--- src/rtl/vga_sync_porch.sv ---
// -----------------------------------------------------------------------------
// vga_sync_porch
//
// Output stage of the VGA video path. Takes the active-area flags produced by
// the sync generator (high while the pixel is inside the visible area) plus the
// RGB video that accompanies them. It rebuilds the column/row position from
// the frame start (rising edge of i_VSync). From that position it produces
// active-low HSync/VSync pulses with front and back porches. The video is
// aligned to those pulses and blanked outside the visible area.
//
// Ports
//   i_Clk                    system clock
//   i_Rst_L                  asynchronous active-low reset
//   i_HSync                  high while the input column is in the active area
//   i_VSync                  high while the input row is in the active area
//   i_Red/Grn/Blu_Video      input video, VIDEO_WIDTH bits per channel
//   o_HSync                  active-low horizontal sync
//   o_VSync                  active-low vertical sync
//   o_Red/Grn/Blu_Video      aligned and blanked video
//   o_Locked                 high once the first frame start has been seen
//   o_Resync                 one-cycle pulse: frame start at unexpected position
//
// Pipeline
//   input cycle t   : frame-start detection on i_VSync
//   stage p0 (t+1)  : column/row counters, lock flag, resync pulse
//   stage p1 (t+2)  : sync and video output registers
// -----------------------------------------------------------------------------
module vga_sync_porch #(
  parameter int VIDEO_WIDTH      = 3,
  parameter int TOTAL_COLS       = 800,
  parameter int TOTAL_ROWS       = 525,
  parameter int ACTIVE_COLS      = 640,
  parameter int ACTIVE_ROWS      = 480,
  parameter int FRONT_PORCH_HORZ = 18,
  parameter int BACK_PORCH_HORZ  = 50,
  parameter int FRONT_PORCH_VERT = 10,
  parameter int BACK_PORCH_VERT  = 33,
  parameter int VIDEO_LAG        = 1
) (
  input  logic                   i_Clk,
  input  logic                   i_Rst_L,
  input  logic                   i_HSync,
  input  logic                   i_VSync,
  input  logic [VIDEO_WIDTH-1:0] i_Red_Video,
  input  logic [VIDEO_WIDTH-1:0] i_Grn_Video,
  input  logic [VIDEO_WIDTH-1:0] i_Blu_Video,
  output logic                   o_HSync,
  output logic                   o_VSync,
  output logic [VIDEO_WIDTH-1:0] o_Red_Video,
  output logic [VIDEO_WIDTH-1:0] o_Grn_Video,
  output logic [VIDEO_WIDTH-1:0] o_Blu_Video,
  output logic                   o_Locked,
  output logic                   o_Resync
);

  localparam int VID_W = 3 * VIDEO_WIDTH;

  // Position limits, pre-sized to the 10-bit counters.
  localparam logic [9:0] COL_LAST = 10'(TOTAL_COLS - 1);
  localparam logic [9:0] ROW_LAST = 10'(TOTAL_ROWS - 1);
  localparam logic [9:0] ACT_COLS = 10'(ACTIVE_COLS);
  localparam logic [9:0] ACT_ROWS = 10'(ACTIVE_ROWS);

  // Sync pulses sit between the front porch and the back porch.
  localparam logic [9:0] HS_FIRST = 10'(ACTIVE_COLS + FRONT_PORCH_HORZ);
  localparam logic [9:0] HS_LAST  = 10'(TOTAL_COLS - BACK_PORCH_HORZ - 1);
  localparam logic [9:0] VS_FIRST = 10'(ACTIVE_ROWS + FRONT_PORCH_VERT);
  localparam logic [9:0] VS_LAST  = 10'(TOTAL_ROWS - BACK_PORCH_VERT - 1);

  // ---------------------------------------------------------------------------
  // Helper functions
  // ---------------------------------------------------------------------------
  function automatic logic in_range(input logic [9:0] pos,
                                    input logic [9:0] lo,
                                    input logic [9:0] hi);
    return (pos >= lo) && (pos <= hi);
  endfunction

  function automatic logic [VIDEO_WIDTH-1:0] blank_video(
      input logic [VIDEO_WIDTH-1:0] pix,
      input logic                   show);
    return show ? pix : '0;
  endfunction

  // The column is rebuilt from the counter, so the input column flag carries
  // no extra information here.
  logic unused_hsync_flag;
  assign unused_hsync_flag = i_HSync;

  // ---------------------------------------------------------------------------
  // Input cycle: frame-start detection
  // ---------------------------------------------------------------------------
  logic vsync_d;
  logic frame_start;

  assign frame_start = i_VSync & ~vsync_d;

  always_ff @(posedge i_Clk or negedge i_Rst_L) begin
    if (!i_Rst_L) begin
      vsync_d <= 1'b0;
    end else begin
      vsync_d <= i_VSync;
    end
  end

  // ---------------------------------------------------------------------------
  // Stage p0: position counters, lock and resync
  // ---------------------------------------------------------------------------
  logic [9:0] col_q;
  logic [9:0] row_q;
  logic [9:0] col_d;
  logic [9:0] row_d;
  logic       locked_q;
  logic       resync_q;
  logic       at_frame_end;
  logic       resync_d;

  assign at_frame_end = (col_q == COL_LAST) && (row_q == ROW_LAST);

  // A frame start while already locked is expected only when the counters are
  // on the last pixel of the frame; anywhere else the source has slipped.
  assign resync_d = frame_start & locked_q & ~at_frame_end;

  // Frame start wins over the normal wrap so realignment always lands on 0,0.
  // Before lock the counters never move off 0.
  always_comb begin
    col_d = col_q;
    row_d = row_q;
    if (frame_start) begin
      col_d = '0;
      row_d = '0;
    end else if (locked_q) begin
      if (col_q == COL_LAST) begin
        col_d = '0;
        row_d = (row_q == ROW_LAST) ? 10'd0 : row_q + 10'd1;
      end else begin
        col_d = col_q + 10'd1;
      end
    end
  end

  always_ff @(posedge i_Clk or negedge i_Rst_L) begin
    if (!i_Rst_L) begin
      col_q    <= '0;
      row_q    <= '0;
      locked_q <= 1'b0;
      resync_q <= 1'b0;
    end else begin
      col_q    <= col_d;
      row_q    <= row_d;
      locked_q <= locked_q | frame_start;
      resync_q <= resync_d;
    end
  end

  // Position valid for the output register: locked and inside the visible area.
  logic vld_p0;
  logic active_p0;

  assign vld_p0    = locked_q;
  assign active_p0 = vld_p0 && (col_q < ACT_COLS) && (row_q < ACT_ROWS);

  // ---------------------------------------------------------------------------
  // Video alignment: with no lag the video needs one extra register so that it
  // meets the position it belongs to in the output register.
  // ---------------------------------------------------------------------------
  logic [VID_W-1:0] vid_in;
  logic [VID_W-1:0] vid_src;

  assign vid_in = {i_Red_Video, i_Grn_Video, i_Blu_Video};

  generate
    if (VIDEO_LAG == 0) begin : g_lag0
      logic [VID_W-1:0] vid_p0;

      always_ff @(posedge i_Clk or negedge i_Rst_L) begin
        if (!i_Rst_L) begin
          vid_p0 <= '0;
        end else begin
          vid_p0 <= vid_in;
        end
      end

      assign vid_src = vid_p0;
    end else begin : g_lag1
      assign vid_src = vid_in;
    end
  endgenerate

  // ---------------------------------------------------------------------------
  // Stage p1: sync and video output registers
  // ---------------------------------------------------------------------------
  logic                   hsync_p1;
  logic                   vsync_p1;
  logic                   vld_p1;
  logic [VIDEO_WIDTH-1:0] red_p1;
  logic [VIDEO_WIDTH-1:0] grn_p1;
  logic [VIDEO_WIDTH-1:0] blu_p1;

  // Syncs idle high until the position is valid.
  always_ff @(posedge i_Clk or negedge i_Rst_L) begin
    if (!i_Rst_L) begin
      hsync_p1 <= 1'b1;
      vsync_p1 <= 1'b1;
      vld_p1   <= 1'b0;
    end else begin
      hsync_p1 <= vld_p0 ? ~in_range(col_q, HS_FIRST, HS_LAST) : 1'b1;
      vsync_p1 <= vld_p0 ? ~in_range(row_q, VS_FIRST, VS_LAST) : 1'b1;
      vld_p1   <= vld_p0;
    end
  end

  always_ff @(posedge i_Clk or negedge i_Rst_L) begin
    if (!i_Rst_L) begin
      red_p1 <= '0;
      grn_p1 <= '0;
      blu_p1 <= '0;
    end else begin
      red_p1 <= blank_video(vid_src[3*VIDEO_WIDTH-1:2*VIDEO_WIDTH], active_p0);
      grn_p1 <= blank_video(vid_src[2*VIDEO_WIDTH-1:VIDEO_WIDTH],   active_p0);
      blu_p1 <= blank_video(vid_src[VIDEO_WIDTH-1:0],               active_p0);
    end
  end

  // vld_p1 tracks the validity of the output word; lock status itself is
  // reported one cycle earlier, straight from the lock flag.
  logic unused_vld_p1;
  assign unused_vld_p1 = vld_p1;

  assign o_HSync     = hsync_p1;
  assign o_VSync     = vsync_p1;
  assign o_Red_Video = red_p1;
  assign o_Grn_Video = grn_p1;
  assign o_Blu_Video = blu_p1;
  assign o_Locked    = locked_q;
  assign o_Resync    = resync_q;

endmodule

--- config.mk ---
export PLATFORM = sky130hd
export DESIGN_NAME = vga_sync_porch
export DESIGN_NICKNAME = d
export VERILOG_FILES = /design/src/rtl/vga_sync_porch.sv
export SDC_FILE = /design/constraint.sdc
export NUM_CORES = 1
export LEC_CHECK = 0
export CAP_MARGIN = 30
export CORE_ASPECT_RATIO = 0.8
export CORE_MARGIN = 3
export CORE_UTILIZATION = 44
export DETAILED_ROUTE_END_ITERATION = 10
export DONT_BUFFER_PORTS = 1
export GPL_ROUTABILITY_DRIVEN = 0
export GPL_TIMING_DRIVEN = 0
export MAX_ROUTING_LAYER = met4
export SYNTH_ARGS = -nofsm -noshare
export SYNTH_HDL_FRONTEND = slang
export SYNTH_SLANG_ARGS = --single-unit
--- constraint.sdc ---
create_clock -name i_Clk -period 1.7 [get_ports i_Clk]
set_clock_uncertainty 0.05 [all_clocks]
set_input_delay 0.34 -clock i_Clk [delete_from_list [all_inputs] [get_ports i_Clk]]
set_output_delay 0.34 -clock i_Clk [all_outputs]
set_load 0.05 [all_outputs]
Word-level counts from Yosys, hierarchy flattened
Cells that the tools add are included.
Widths: inputs -> output; s select.
{ "totals": {"out_inout_bits": 13, "register_bits": 34, "word_cells": 48, "in_bits": 13} }
{ "classes": {"eq_ne": 2, "magnitude_cmp": 6, "reduce_logical": 8, "muxes": 12, "addsub": 2, "n_bitwise": 8} }
{ "ops": {"columns": ["op", "count"], "rows": [
  ["$mux 10", 7],
  ["$add 10x1->10 const B", 2],
  ["$eq 10x10->1 const B", 2],
  ["$ge 10x10->1 const B", 1],
  ["$ge 10x9->1 const B", 1],
  ["$le 10x10->1 const B", 1],
  ["$le 10x9->1 const B", 1],
  ["$lt 10x10->1 const B", 1],
  ["$lt 10x9->1 const B", 1],
  ["$mux 3", 3],
  ["$logic_and 1x1->1", 5],
  ["$not 1->1", 4],
  ["$reduce_bool 2->1", 2],
  ["$and 1x1->1", 3],
  ["$mux 1", 2],
  ["$reduce_and 2->1", 1],
  ["$or 1x1->1", 1]
]} }

Depth between registers and ports, before layout
{ "depth": {"ltp_word": 5, "ltp_mapped": 7, "mapped_depth_nobuf": 6} }

Worst setup path before layout
No wires, ideal clock.
{ "synth_timing": {"path_type": "register to register", "startpoint": "reg locked_q (netlist: o_Locked)", "endpoint": "reg row_q[5]", "slack_ns": -0.106, "period_less_slack_ns": 1.806, "path_buffers": 1, "t_required_ns": 1.524, "stages_incl_launch_ff": 6, "arrival_ns": 1.630, "setup_time_ns": 0.126, "cell_sequence": "dfrtp_1 > and2_1 > and4_4 > and3_1 > buf_6 > a221o_1"} }
{ "synth_via": {"elab_chain_len": 2} }
{ "synth_rtl": {"columns": ["element", "line", "source"], "rows": [
  ["start, declared", "113", "logic locked_q;"],
  ["start signal, assigned", "151", "locked_q <= locked_q | frame_start;"],
  ["$reduce_bool 2->1 (no source line)", null, null],
  ["$reduce_and 2->1 (no source line)", null, null],
  ["end signal, assigned", "150", "row_q <= row_d;"],
  ["end, declared", "110", "logic [9:0] row_q;"]
]} }
No other way between the ends.
A chain may end at the register's enable or synchronous reset.

Worst setup path after layout
{ "layout_timing": {"startpoint": "reg row_q[0]", "endpoint": "reg row_q[4]"} }
{ "layout_via": {"elab_chain_len": 5, "elab_cells_between_ends": 6, "cone_classes": "add/sub (1); eq/ne (1); mux (4)"} }
{ "layout_rtl": {"columns": ["element", "line", "source"], "rows": [
  ["$add 10x1->10 or $eq 10x10->1 (tied branches)", "135", "row_d = (row_q == ROW_LAST) ? 10'd0 : row_q + 10'd1;"],
  ["$mux 10 (*)", "135", null],
  ["$mux 10 (*)", "133", "if (col_q == COL_LAST) begin"],
  ["$mux 10 (*)", "132", "end else if (locked_q) begin"],
  ["$mux 10 (*)", "129", "if (frame_start) begin"]
]} }
Mark *: on every way between the ends. The rest lies on a longest branch, timed or not. The select of a mux whose other input is x is not followed.

==> results list <==
- Total half-perimeter wirelength after legalization and detailed placement: approximately 2600 um
- Height of the die: 62.42 um
- The number of antenna diodes in the final layout is 0.
- Clock-pin slew on the worst setup and hold paths: ~70 ps
- Average size of a mapped cell: 10.87 um^2
* Area post-placement: 1822 um^2
- The Yosys step of the flow raised 0 warnings.
- Global-route wire length before repair: 6706 um
- The tree is rooted in a clkbuf_8.
- Post-layout min period: between 1500 and 2000 ps
* Total routing resource utilization after global routing: 0.1838
- Of the cells placed in the final design, the portion with a size suffix greater than 1 is 0.2912.
- TritonCTS clock tree: built
* Synth async-reset ratio: 1.000
- In the final design database the tool counted 199 nets.
- After synthesis, the largest family of logic cells by area is simple AND/OR/NAND/NOR gates.
- Clock Sink Count: 34
* Hold violation total from the final report: 0
* Number of synthesized register bits: 34
* Kind of start point of the critical path: flop
- Synthesis-to-finish area growth: 20.51%
- The worst pin sits at a relative slew slack of 0.6626.
* DR vias/cell: 5.910
- Of the post-synthesis cell area, the dominant cell type holds 0.4575.
* Maximum Capacitance Violations: 0
* Max Fanout on Critical Path: 8
- At the worst endpoint, the required time is roughly 1800 ps.
- The fraction of the mapped netlist area in compound gates was 0.1615.
- STA classifies the critical path endpoint as a flop.
* Routed vias: 1383
* Tightest hold margin: 25.09 ps
- Final Cycle Share: 1.059
- Once routing completed, OpenROAD measured the worst setup slack at -99.97 ps.
* Global route total overflow: 0
* Post-synth top area cell: dfrtp_1
- Power per unit of standard cell area: roughly 960 nW/um^2
* Leakage dissipation: 0.9045 nW
* Total design power: 2.020 mW
- At the end of the flow the core is filled with cells to 0.5838.
* TritonRoute pass-1 iters: 5
* Iteration-0 DRC count of the detailed router: 126
* Post-Syn Area: 1750 um^2
- Unrepaired setup endpoints after global routing: yes
- Effective utilization at floorplan: 0.4844
- Xor/xnor share of the synthesized area: 0.02001
- The filler cells instantiated in the layout total 316.
* Storage element area: 863.3 um^2
- Number of flops mapped to enable cells by yosys: 0
- The number of nets handed over by synthesis was 179.
- Design Area, Final: about 2100 um^2
- The run finished, with violations left.
* Top flip-flop cell by instance count after synthesis: dfrtp_1
- Counting along the longest clock path gives a buffer depth of 2.
- Clock tree synthesis inserted a total of 5 buffers.
- The clock reaches the later pin of the worst-skew pair after around 290 ps.
- Synth Area in Simple Gates: 0.2545
- Endpoint arrival time on the critical path: 1920 ps
- The checks that failed: negative setup slack.
* Slew @ Worst Pin: 506.1 ps
- Die area: 4776 um^2
* Maximum vdd drop: around 0.40 mV
- The routed design has 4061 um of wire.
- The number of global-route vias before repair was ~1300.
- Total I/O pin count: 26
* Maximum number of pins on one net before global-route repair: 35
* Multi-input logic area: 895.9 um^2
- The initialized floorplan defines 19 standard-cell rows.
- Core area: 3613 um^2
* H-tree depth: 2
- Measured along the x axis, the die boundary spans 76.52 um.
- Adder-Cell Fraction of Synth Area: 0.03574
- By area the synthesized netlist is led by dfrtp_1 (46%), and2_1 (4.3%), ha_1 (3.6%).
- Once detail routing completed, the nets flagged for antenna violations numbered 0.
- The count of buffers added on input and output ports is 0.
- After detailed routing, the number of remaining DRC violations is 0.
- Fraction of the yosys area taken by sequential cells: 0.4875
- Max-slew violation count: 0
- Routed length per instance: 17.35 um
- Synthesis produced a netlist whose cell count is 161.
- Measured against the total synthesized area, the mux share comes to 0.005718.
* Unique cell type count in the Yosys netlist: 47
* Number of endpoints failing setup at the final stage: 7
* Type of the tightest min-delay check: primary input to flop
- The worst setup path is of the flop to flop kind.
* Antenna violations before repair: 0
- FMAX: approximately 560 MHz
flip-flops by register name, indices dropped and copies added (netlist names):
signal and cells:
o_Grn_Video 3, o_Blu_Video 3, o_HSync 1, o_Red_Video 3, col_q 10, o_Locked 1, vsync_d 1, o_VSync 1
o_Resync 1, row_q 10
Yosys cell counts (2+ instances only):
cell type	n
a21oi_1	5
and4_1	2
o21ai_0	3
dfstp_2	2
nand3_1	8
nand2_1	10
o311ai_1	2
nor2b_1	2
a221o_1	4
a31oi_1	2
nand4_1	3
nor4b_4	2
o2111ai_1	3
or3_1	3
o31ai_1	2
and3_1	6
and2_1	12
a22o_1	3
ha_1	5
dfrtp_1	32
clkbuf_1	2
nand2b_1	2
nor2_1	13
buf_6	2
nor3_1	3
xor2_1	3
inv_1	5
timing repair:
action	in CTS	in global routing
setup endpoints to repair	9	14
gates resized for setup	7	12
buffers inserted	9	3
pin swaps	5	11
endpoints found under the hold margin	34	0
hold buffers	2	0
final timing paths:
| kind | to | slack, ps | start | cells after the start |
|---|---|---|---|---|
| setup / recovery | row_q[4] | -100 | row_q[0] | 7 |
| hold / removal | vsync_d | 30 | i_VSync | 0 |
| setup reg to reg | row_q[4] | -100 | row_q[0] | 7 |
| hold reg to reg | row_q[3] | 480 | row_q[3] | 1 |
| max in group asynchronous | o_VSync | 880 | i_Rst_L | 2 |
| min in group asynchronous | o_Red_Video[2] | 480 | i_Rst_L | 2 |
critical path, cell delays in order, from the launching register on:
cell and delay (ps):
dfrtp_1 400, inv_2 80, ha_4 120, nor4b_4 200
buf_4 160, a41oi_4 170, and3_1 240, a221o_1 250
final cells by class:
cell class              count  share of cell area
clock inverters             3             0.02135
well taps                  52             0.03084
clock buffers               5             0.03262
multi-input cells         116              0.4247
plain buffers               5             0.01542
inverters                   5            0.008897
repair buffers             14             0.05694
flip-flops and latches     34              0.4093
placed cells by master (no fill, tap or decap), types with 3 or more instances in the layout:
master	synthesis	routed
or3_1	3	3
inv_1	5	4
nor3_1	3	3
and2_1	12	11
a22o_1	3	3
nor2_1	13	12
o2111ai_1	3	3
and3_1	6	5
clkbuf_8	0	5
o21ai_0	3	3
a21oi_1	5	5
dfrtp_2	0	8
ha_1	5	3
a221o_1	4	4
buf_4	1	13
nand4_1	3	3
dfrtp_1	32	24
xor2_1	3	3
nand3_1	8	8
nand2_1	10	10
logic make-up after synthesis:
logic type | Yosys count
AO/OA/AOI/OAI | 34
XOR/XNOR | 4
adder cells (fa/ha/maj) | 5
buffers and inverters | 11
flip-flops | 34
multiplexers | 1
AND/OR/NAND/NOR | 72
through the flow:
step / cells / TNS, ps / worst slack [ps]
floorplan: 161 / 0 / 6.396
global placement: 213 / -935.5 / -133.1
detailed placement: 213 / -1098 / -154.0
CTS: 232 / -472.6 / -72.90
global route: 234 / -1034 / -173.4
finish: 234 / -408.9 / -99.97
metal layers:
layer  part of all wire  track usage
met4              0.013      0.05656
met2               0.44       0.2544
met1               0.49       0.2576
met5                  0            -
met3              0.059      0.05620
power by group:
| part | leakage (nW) | switching [mW] | internal [mW] |
|---|---|---|---|
| clock | 0.0504 | 0.316 | 0.436 |
| sequential | 0.414 | 0.105 | 0.870 |
| combinational | 0.440 | 0.161 | 0.132 |
Note: power is estimated with default switching activity, not from simulation.
